**src/rtl/dma_desc_queue.sv**
```systemverilog
// Descriptor FIFO and issuer upstream of the dma engine. Buffers descriptors and issues
// them one at a time with the desc_oe/dreq/cmd/ddone handshake.
module dma_desc_queue #(
    parameter int unsigned DEPTH   = 4,
    parameter int unsigned AW      = 2,
    parameter int unsigned TIMEOUT = 255
) (
    input  logic          clk,
    input  logic          rst_n,
    input  logic          push,
    input  logic [31:0]   push_desc,
    input  logic [1:0]    push_cmd,
    output logic          full,
    output logic          empty,
    output logic [AW:0]   level,
    output logic [31:0]   desc_out,
    output logic          desc_oe,
    output logic          dreq,
    output logic [1:0]    cmd,
    input  logic          ddone,
    output logic          busy,
    output logic          done,
    output logic          overflow,
    output logic          err_timeout,
    input  logic          err_clr
);

    typedef enum logic [2:0] {StIdle, StSetup, StReq, StWait, StRecover} state_e;

    state_e          state_q;
    logic [31:0]     desc_mem_q [DEPTH];
    logic [1:0]      cmd_mem_q  [DEPTH];
    logic [AW-1:0]   wr_ptr_q;
    logic [AW-1:0]   rd_ptr_q;
    logic [AW:0]     level_d;
    logic [7:0]      tmo_cnt_q;
    logic [31:0]     head_desc;
    logic [1:0]      head_cmd;
    logic            pop;
    logic            push_ok;
    logic            drop;
    logic            tmo_hit;

    always_comb begin
        head_desc = desc_mem_q[rd_ptr_q];
        head_cmd  = cmd_mem_q[rd_ptr_q];
        pop       = (state_q == StIdle) && !empty;
        // A full FIFO still takes a push when the head leaves in the same cycle.
        push_ok   = push && (!full || pop);
        drop      = push && full && !pop;
        level_d   = level + (AW+1)'(push_ok) - (AW+1)'(pop);
        tmo_hit   = (state_q == StWait) && !ddone && (tmo_cnt_q == 8'(TIMEOUT - 1));
    end

    always_ff @(posedge clk) begin
        if (push_ok) begin
            desc_mem_q[wr_ptr_q] <= push_desc;
            cmd_mem_q[wr_ptr_q]  <= push_cmd;
        end
    end

    always_ff @(posedge clk or negedge rst_n) begin
        if (!rst_n) begin
            wr_ptr_q <= '0;
            rd_ptr_q <= '0;
            level    <= '0;
            empty    <= 1'b1;
            full     <= 1'b0;
        end else begin
            if (push_ok) wr_ptr_q <= wr_ptr_q + 1'b1;
            if (pop)     rd_ptr_q <= rd_ptr_q + 1'b1;
            level <= level_d;
            empty <= (level_d == '0);
            full  <= (level_d == (AW+1)'(DEPTH));
        end
    end

    always_ff @(posedge clk or negedge rst_n) begin
        if (!rst_n) begin
            state_q     <= StIdle;
            tmo_cnt_q   <= '0;
            desc_out    <= '0;
            desc_oe     <= 1'b0;
            dreq        <= 1'b0;
            cmd         <= 2'b00;
            busy        <= 1'b0;
            done        <= 1'b0;
            overflow    <= 1'b0;
            err_timeout <= 1'b0;
        end else begin
            done <= 1'b0;

            // A new error in the same cycle as err_clr keeps the flag set.
            if (drop)         overflow <= 1'b1;
            else if (err_clr) overflow <= 1'b0;
            if (tmo_hit)      err_timeout <= 1'b1;
            else if (err_clr) err_timeout <= 1'b0;

            unique case (state_q)
                StIdle: begin
                    if (!empty) begin
                        desc_out <= head_desc;
                        if (head_desc[31:26] == 6'd0) begin
                            done <= 1'b1;
                        end else begin
                            state_q   <= StSetup;
                            busy      <= 1'b1;
                            desc_oe   <= 1'b1;
                            cmd       <= head_cmd;
                            tmo_cnt_q <= '0;
                        end
                    end
                end
                StSetup: begin
                    state_q <= StReq;
                    dreq    <= 1'b1;
                end
                StReq: begin
                    state_q <= StWait;
                    desc_oe <= 1'b0;
                end
                StWait: begin
                    if (ddone) begin
                        state_q <= StRecover;
                        dreq    <= 1'b0;
                        cmd     <= 2'b00;
                        done    <= 1'b1;
                    end else if (tmo_hit) begin
                        state_q <= StRecover;
                        dreq    <= 1'b0;
                        cmd     <= 2'b00;
                    end else begin
                        tmo_cnt_q <= tmo_cnt_q + 8'd1;
                    end
                end
                StRecover: begin
                    // Wait for ddone to fall so a stale level cannot retire the next one.
                    if (!ddone) begin
                        state_q <= StIdle;
                        busy    <= 1'b0;
                    end
                end
                default: begin
                    state_q <= StIdle;
                    busy    <= 1'b0;
                    desc_oe <= 1'b0;
                    dreq    <= 1'b0;
                    cmd     <= 2'b00;
                end
            endcase
        end
    end

endmodule

```
**config.mk**
```make
export PLATFORM = sky130hd
export DESIGN_NAME = dma_desc_queue
export DESIGN_NICKNAME = d
export VERILOG_FILES = /design/src/rtl/dma_desc_queue.sv
export SDC_FILE = /design/constraint.sdc
export NUM_CORES = 1
export LEC_CHECK = 0
export ABC_AREA = 1
export CAP_MARGIN = 25
export CELL_PAD_IN_SITES_DETAIL_PLACEMENT = 0
export CELL_PAD_IN_SITES_GLOBAL_PLACEMENT = 2
export CORE_MARGIN = 1.5
export CORE_UTILIZATION = 41
export DETAILED_ROUTE_END_ITERATION = 12
export PLACE_DENSITY = 0.91
export SYNTH_ARGS = -nofsm -noshare
export SYNTH_HDL_FRONTEND = slang
export SYNTH_SLANG_ARGS = --single-unit
```
**constraint.sdc**
```tcl
create_clock -name clk -period 4.4 [get_ports clk]
set_input_delay 0.88 -clock clk [delete_from_list [all_inputs] [get_ports clk]]
set_output_delay 0.88 -clock clk [all_outputs]
set_load 0.02 [all_outputs]
```
# Word-level counts from Yosys, hierarchy flattened
# Memory sizes are Yosys's and may differ from the RTL's.
# Index checks and enable logic that the tools add are counted.
[totals]
register_bits = 60
mem_bits_rw = 136
in_bits = 39
out_inout_bits = 45
wordCells = 100
n_memories = 2
[memory_table]
columns = ["name", "depth", "width", "read_ports", "rd_ports_with_merged_regs", "write_ports", "line", "source"]
rows = [
  ["desc_mem_q", 4, 32, 1, 0, 1, "31", "logic [31:0] desc_mem_q [DEPTH];"],
  ["cmd_mem_q", 4, 2, 1, 0, 1, "32", "logic [1:0] cmd_mem_q [DEPTH];"],
]
[classes]
n_addsub = 5
n_eq_ne = 12
mux = 33
bitwise_logic = 5
reduce_logical = 28
[op_table]
columns = ["op", "n"]
rows = [
  ["2-to-1 mux 8 bit", 4],
  ["one-hot mux 8 bit (2 select lines)", 1],
  ["2-to-1 mux 3 bit", 5],
  ["one-hot mux 3 bit (5 select lines)", 1],
  ["2-to-1 mux 1 bit", 13],
  ["AND reduction 4 bit", 3],
  ["OR reduction 3 bit", 4],
  ["!= test 2 bit (second input constant)", 5],
  ["adder 8 x 1 -> 8 bit (second input constant)", 1],
  ["equality test 8 bit (second input constant)", 1],
  ["2-to-1 mux 2 bit", 4],
  ["equality test 3 x 2 -> 1 bit (second input constant)", 2],
  ["equality test 3 bit (second input constant)", 2],
  ["logical AND 1 bit", 6],
  ["logical NOT 3 bit", 2],
  ["logical NOT 6 bit", 1],
  ["one-hot mux 1 bit (3 select lines)", 2],
  ["one-hot mux 2 bit (3 select lines)", 1],
  ["nonzero test 2 bit", 3],
  ["inverter 1 bit", 5],
  ["AND reduction 5 bit", 1],
  ["adder 2 x 1 -> 2 bit (second input constant)", 2],
  ["logical NOT 1 bit", 4],
  ["one-hot mux 1 bit (2 select lines)", 2],
  ["other kinds (7)", 8],
]

# Logic depth before layout (Yosys ltp)
[depth]
depth_word = 7
depth_mapped = 14
ltp_nobuf = 14

# Least setup slack after synthesis
# OpenSTA, ideal clock, no wires.
[synth_timing]
kind = "register to register"
startpoint = "register state_q[2]"
endpoint = "memory cmd_mem_q[0][0], enable pin"
setup_ps = 425
arrival_ps = 2603
t_required_ps = 3975
path_slack_ps = 1372
stages_incl_launch_ff = 10
path_buffers = 0
cell_sequence = "dfrtp_1 > inv_2 > nand2_2 > nor2_4 > inv_2 > nor2_2 > inv_2 > nand2_1 > nand2_2 > nor2_1"
[synth_via]
elab_chain_cells = 6
[synth_rtl]
columns = ["item", "line", "source"]
rows = [
  ["from (decl)", "30", "state_e state_q;"],
  ["from (signal assigned)", "80", "state_q <= StIdle;"],
  ["from (signal assigned)", "106", "state_q <= StSetup;"],
  ["from (signal assigned)", "115", "state_q <= StReq;"],
  ["logical NOT 3 bit", "47", "pop = (state_q == StIdle) && !empty;"],
  ["logical AND 1 bit", "47", ""],
  ["logical OR 1 bit", "49", "push_ok = push && (!full || pop);"],
  ["logical AND 1 bit", "49", ""],
  ["2-to-1 mux 1 bit", "56", "if (push_ok) begin"],
  ["2-to-1 mux 1 bit (not written as such)", "58", "cmd_mem_q[wr_ptr_q] <= push_cmd;"],
  ["to (decl)", "32", ""],
]
# Every way passes these cells.

# Worst setup path after layout
[layout_timing]
startpoint = "register state_q[2]"
endpoint = "register full"
[layout_via]
elab_chain_cells = 7
[layout_rtl]
columns = ["item", "line", "source"]
rows = [
  ["logical NOT 3 bit (*)", "47", ""],
  ["logical AND 1 bit (*)", "47", ""],
  ["logical OR 1 bit", "49", ""],
  ["logical AND 1 bit", "49", ""],
  ["adder 3 x 1 -> 3 bit", "51", "level_d = level + (AW+1)'(push_ok) - (AW+1)'(pop);"],
  ["subtractor 3 x 1 -> 3 bit (*)", "51", ""],
  ["named net level_d[2]", "35", "logic [AW:0] level_d;"],
  ["equality test 3 bit (*)", "74", "full <= (level_d == (AW+1)'(DEPTH));"],
  ["to (signal assigned)", "74", ""],
  ["to (decl)", "13", "output logic full,"],
]
# The timed path passes the listed nets; every way through them passes the cells marked *.
# A chain may end at the register's enable or synchronous reset.

==> reports/qor.csv <==
stage;metric;value;unit
drt;via_per_inst;5.16;
global_routing;grt.total_usage;17.5;%
clock_tree;cts_hold_buffers;0;
synth;synth_nets;710;
drt;drtPass1Iterations;5;
worst_setup_path;start_kind;register;
global_routing;antenna_found_initial;0;
timing;tns;0;ns
timing;setup_viol;0;
timing;slew_violations;0;
worst_setup_path;slowest_delay;0.46;ns
clock_tree;cts_setup_buffers;0;
synth;ys_seq_elements;196;
timing;max_freq;0.317;GHz
floorplanning;dieArea;20000;µm²
power_and_ir_drop;p_leak;0.00371;µW
synth;yosys.area.top_type;edfxtp_1;
timing;period_share;71.7;%
synth;post_synth_num_cell_types;33;
synth;synth.top_cell.area_share;52.1;%
power_and_ir_drop;p_int;4180;µW
synth;syn_avg_cell_area;11.8;µm²
drt;detail-route-antenna-nets;0;
final_layout;layout.nets;789;
synth;async_flop_share;30.6;%
worst_setup_path;crit_path_end_kind;register;
clock_tree;htreeDepth;4;
clock_tree;cts_resized;0;
worst_setup_path;cp.arrival;3.51;ns
clock_tree;insertion_delay;0.44;ns
worst_setup_path;worstPathRequired;4.75;ns
synth;synth_simple_gate_area_share;15.9;%
worst_setup_path;crit_path_frequent_cell;inv_2;
synth;synth_edf_count;136;
worst_setup_path;path_class;register to register;
place;place_ws;1.21;ns
synth;synth-compound-area-share;7.05;%
drt;vias;5098;
clock_tree;cts_buffer_depth;2;
synth;synthFlopType;edfxtp_1;
clock_tree;cts_tree;built;
timing;min_period;3.15;ns
worst_setup_path;ff2ff_setup_slack;1.25;ns
power_and_ir_drop;power_frac_seq;39.9;%
place;dp_hpwl;10400;µm
synth;yosysWarnings;0;
drt;drc;0;
timing;worstMarginPinSlew;0.746;ns
power_and_ir_drop;power_frac_comb;37.0;%
floorplanning;start_util;41.9;%
timing;relSlewSlack;50.2;%
power_and_ir_drop;power_frac_clock;23.0;%
final_layout;diodes;0;
synth;yosysMostFrequentCell;nand2_1;
hold_path;hold_path_class;input port to asynchronous set/reset pin;
global_routing;grt_pass1_vias;5116;
timing;fin_ws;1.25;ns
drt;first_iter_violations;359;
clock_tree;cts_made_buffers;17;
final_layout;syn_to_final_growth;21.8;%
global_routing;overflow;0;
floorplanning;coreArea;18700;µm²
place;place_congestion;0.716;
synth;ys_seq_area_share;71.2;%
status;status;complete, no violations;
worst_setup_path;cp_max_fo;41;
synth;synth_xor_area_share;0.558;%
synth;muxShareOfSynthArea;0;%
drt;wirelength;16600;µm
worst_setup_path;cp_cell_sequence;inv_2 > nand2_2 > nor2_4 > inv_2 > nor2_4 > inv_2 > nand2_1 > nand2_2 > ha_1 > inv_1 > ha_1 > fa_1 > xor2_1 > nor3b_1;
timing;finClkSkew;0.0124;ns
place;io_buffers;83;
power_and_ir_drop;p_sw;2510;µW
synth;syn_inst;662;
floorplanning;die_w;141;µm
timing;hold_violations;0;
power_and_ir_drop;peakVddDrop;0.297;mV
job;drv_cap;0;
timing;rsz0062_at_grt;false;
clock_tree;clock-sinks;196;
synth;synth.area.top_cells;edfxtp_1, dfrtp_1, nand2_1;
global_routing;grt_pass1_wl;26600;µm
global_routing;grt_max_degree;71;
synth;synth_top_family_by_area;simple AND/OR/NAND/NOR gates;
floorplanning;rows;50;
worst_setup_path;worst_path_max_delay_cell;dfrtp_1;
final_layout;drive_gt1_share;9.55;%
power_and_ir_drop;power.density;701;nW/µm²
floorplanning;die_h;141;µm
synth;yosys.area_share.adder;1.53;%
clock_tree;cts_root_buffer;clkbuf_16;
synth;netlist_area;7840;µm²
drt;wl_per_cell;16.8;µm
clock_tree;clkTransAtPathRegs;0.07;ns
synth;netlist_top_cells_count;nand2_1, edfxtp_1, nor2_1;
floorplanning;ioPinCount;84;
power_and_ir_drop;sw_frac_of_total;37.6;%
cell type report:
| type | count | area [µm²] |
|---|---|---|
| Sequential cell | 196 | 5590 |
| Multi-Input combinational cell | 404 | 2000 |
| Timing Repair Buffer | 91 | 951 |
| Clock inverter | 14 | 161 |
| Tap cell | 234 | 293 |
| Clock buffer | 18 | 439 |
| Fill cell | 1590 | 9160 |
| Inverter | 31 | 119 |
metal layers:
| metal | vias up | track usage, % | wire, µm |
|---|---|---|---|
| met5 | - | 0 | 0 |
| met4 | 0 | 5.15 | 177 |
| met3 | 15 | 4.05 | 743 |
| met2 | 130 | 29.2 | 8250 |
| met1 | 2514 | 22.9 | 7470 |
| li1 | 2439 | - | - |
layout by cell type, fill, tap and decap left out, drive strengths merged, types with 18 or more instances in the layout:
cell,count
nand2,172
edfxtp,136
clkdlybuf4s50,82
nor2,72
o21ai,64
dfrtp,59
inv,37
o22ai,26
nand3,26
clkbuf,18
state kept, by name, indices dropped and copies added, names as in the netlist, 2 cells and up:
signal	count
desc_mem_q	128
desc_out	32
cmd_mem_q	8
tmo_cnt_q	8
level	3
state_q	3
cmd	2
rd_ptr_q	2
wr_ptr_q	2
power groups by stage:
stage / combinational [µW] / clock [µW] / sequential [µW]
3_3_place_gp: 2370 / 0 / 2700
6_report: 2480 / 1540 / 2670
5_1_grt: 2760 / 1640 / 2730
2_1_floorplan: 1390 / 0 / 2900
3_5_place_dp: 2510 / 0 / 2710
4_1_cts: 2520 / 1570 / 2680
stage by stage:
step           hold WS (ns)  cell area, µm²  std cells  total power, µW  utilization, %
2_1_floorplan         0.464            7840        662             4300               -
3_3_place_gp          0.455            8850        952             5080            47.3
3_5_place_dp          0.469            8950        956             5220            47.8
4_1_cts               0.431            9550        988             6770            51.1
5_1_grt               0.445            9550        988             7120            51.1
6_report              0.416            9550        988             6700            51.1
logic make-up after synthesis:
logic type / count (synthesis)
adder cells (fa/ha/maj): 9
AND/OR/NAND/NOR: 288
flip-flops: 196
buffers and inverters: 62
XOR/XNOR: 5
AO/OA/AOI/OAI: 102
final timing paths:
kind | from | endpoint | cells after the start
hold / removal | rst_n | desc_out[26] | 1
setup / recovery | state_q[2] | full | 14
max in group asynchronous | rst_n | rd_ptr_q[0] | 2
hold reg to reg | cmd[0] | cmd[0] | 2
setup reg to reg | state_q[2] | full | 14
min in group clk | cmd[0] | cmd[0] | 2
worst max-delay path, delay by kind of cell, from the launching register on:
kind | cells | cell delay [ns]
DFF | 1 | 0.46
adders and majority gates | 3 | 0.91
xor gates and xnor gates | 1 | 0.24
buffers and inverters | 4 | 0.51
and+or+nand+nor | 6 | 0.94
Power figures use the tool's default switching activity.
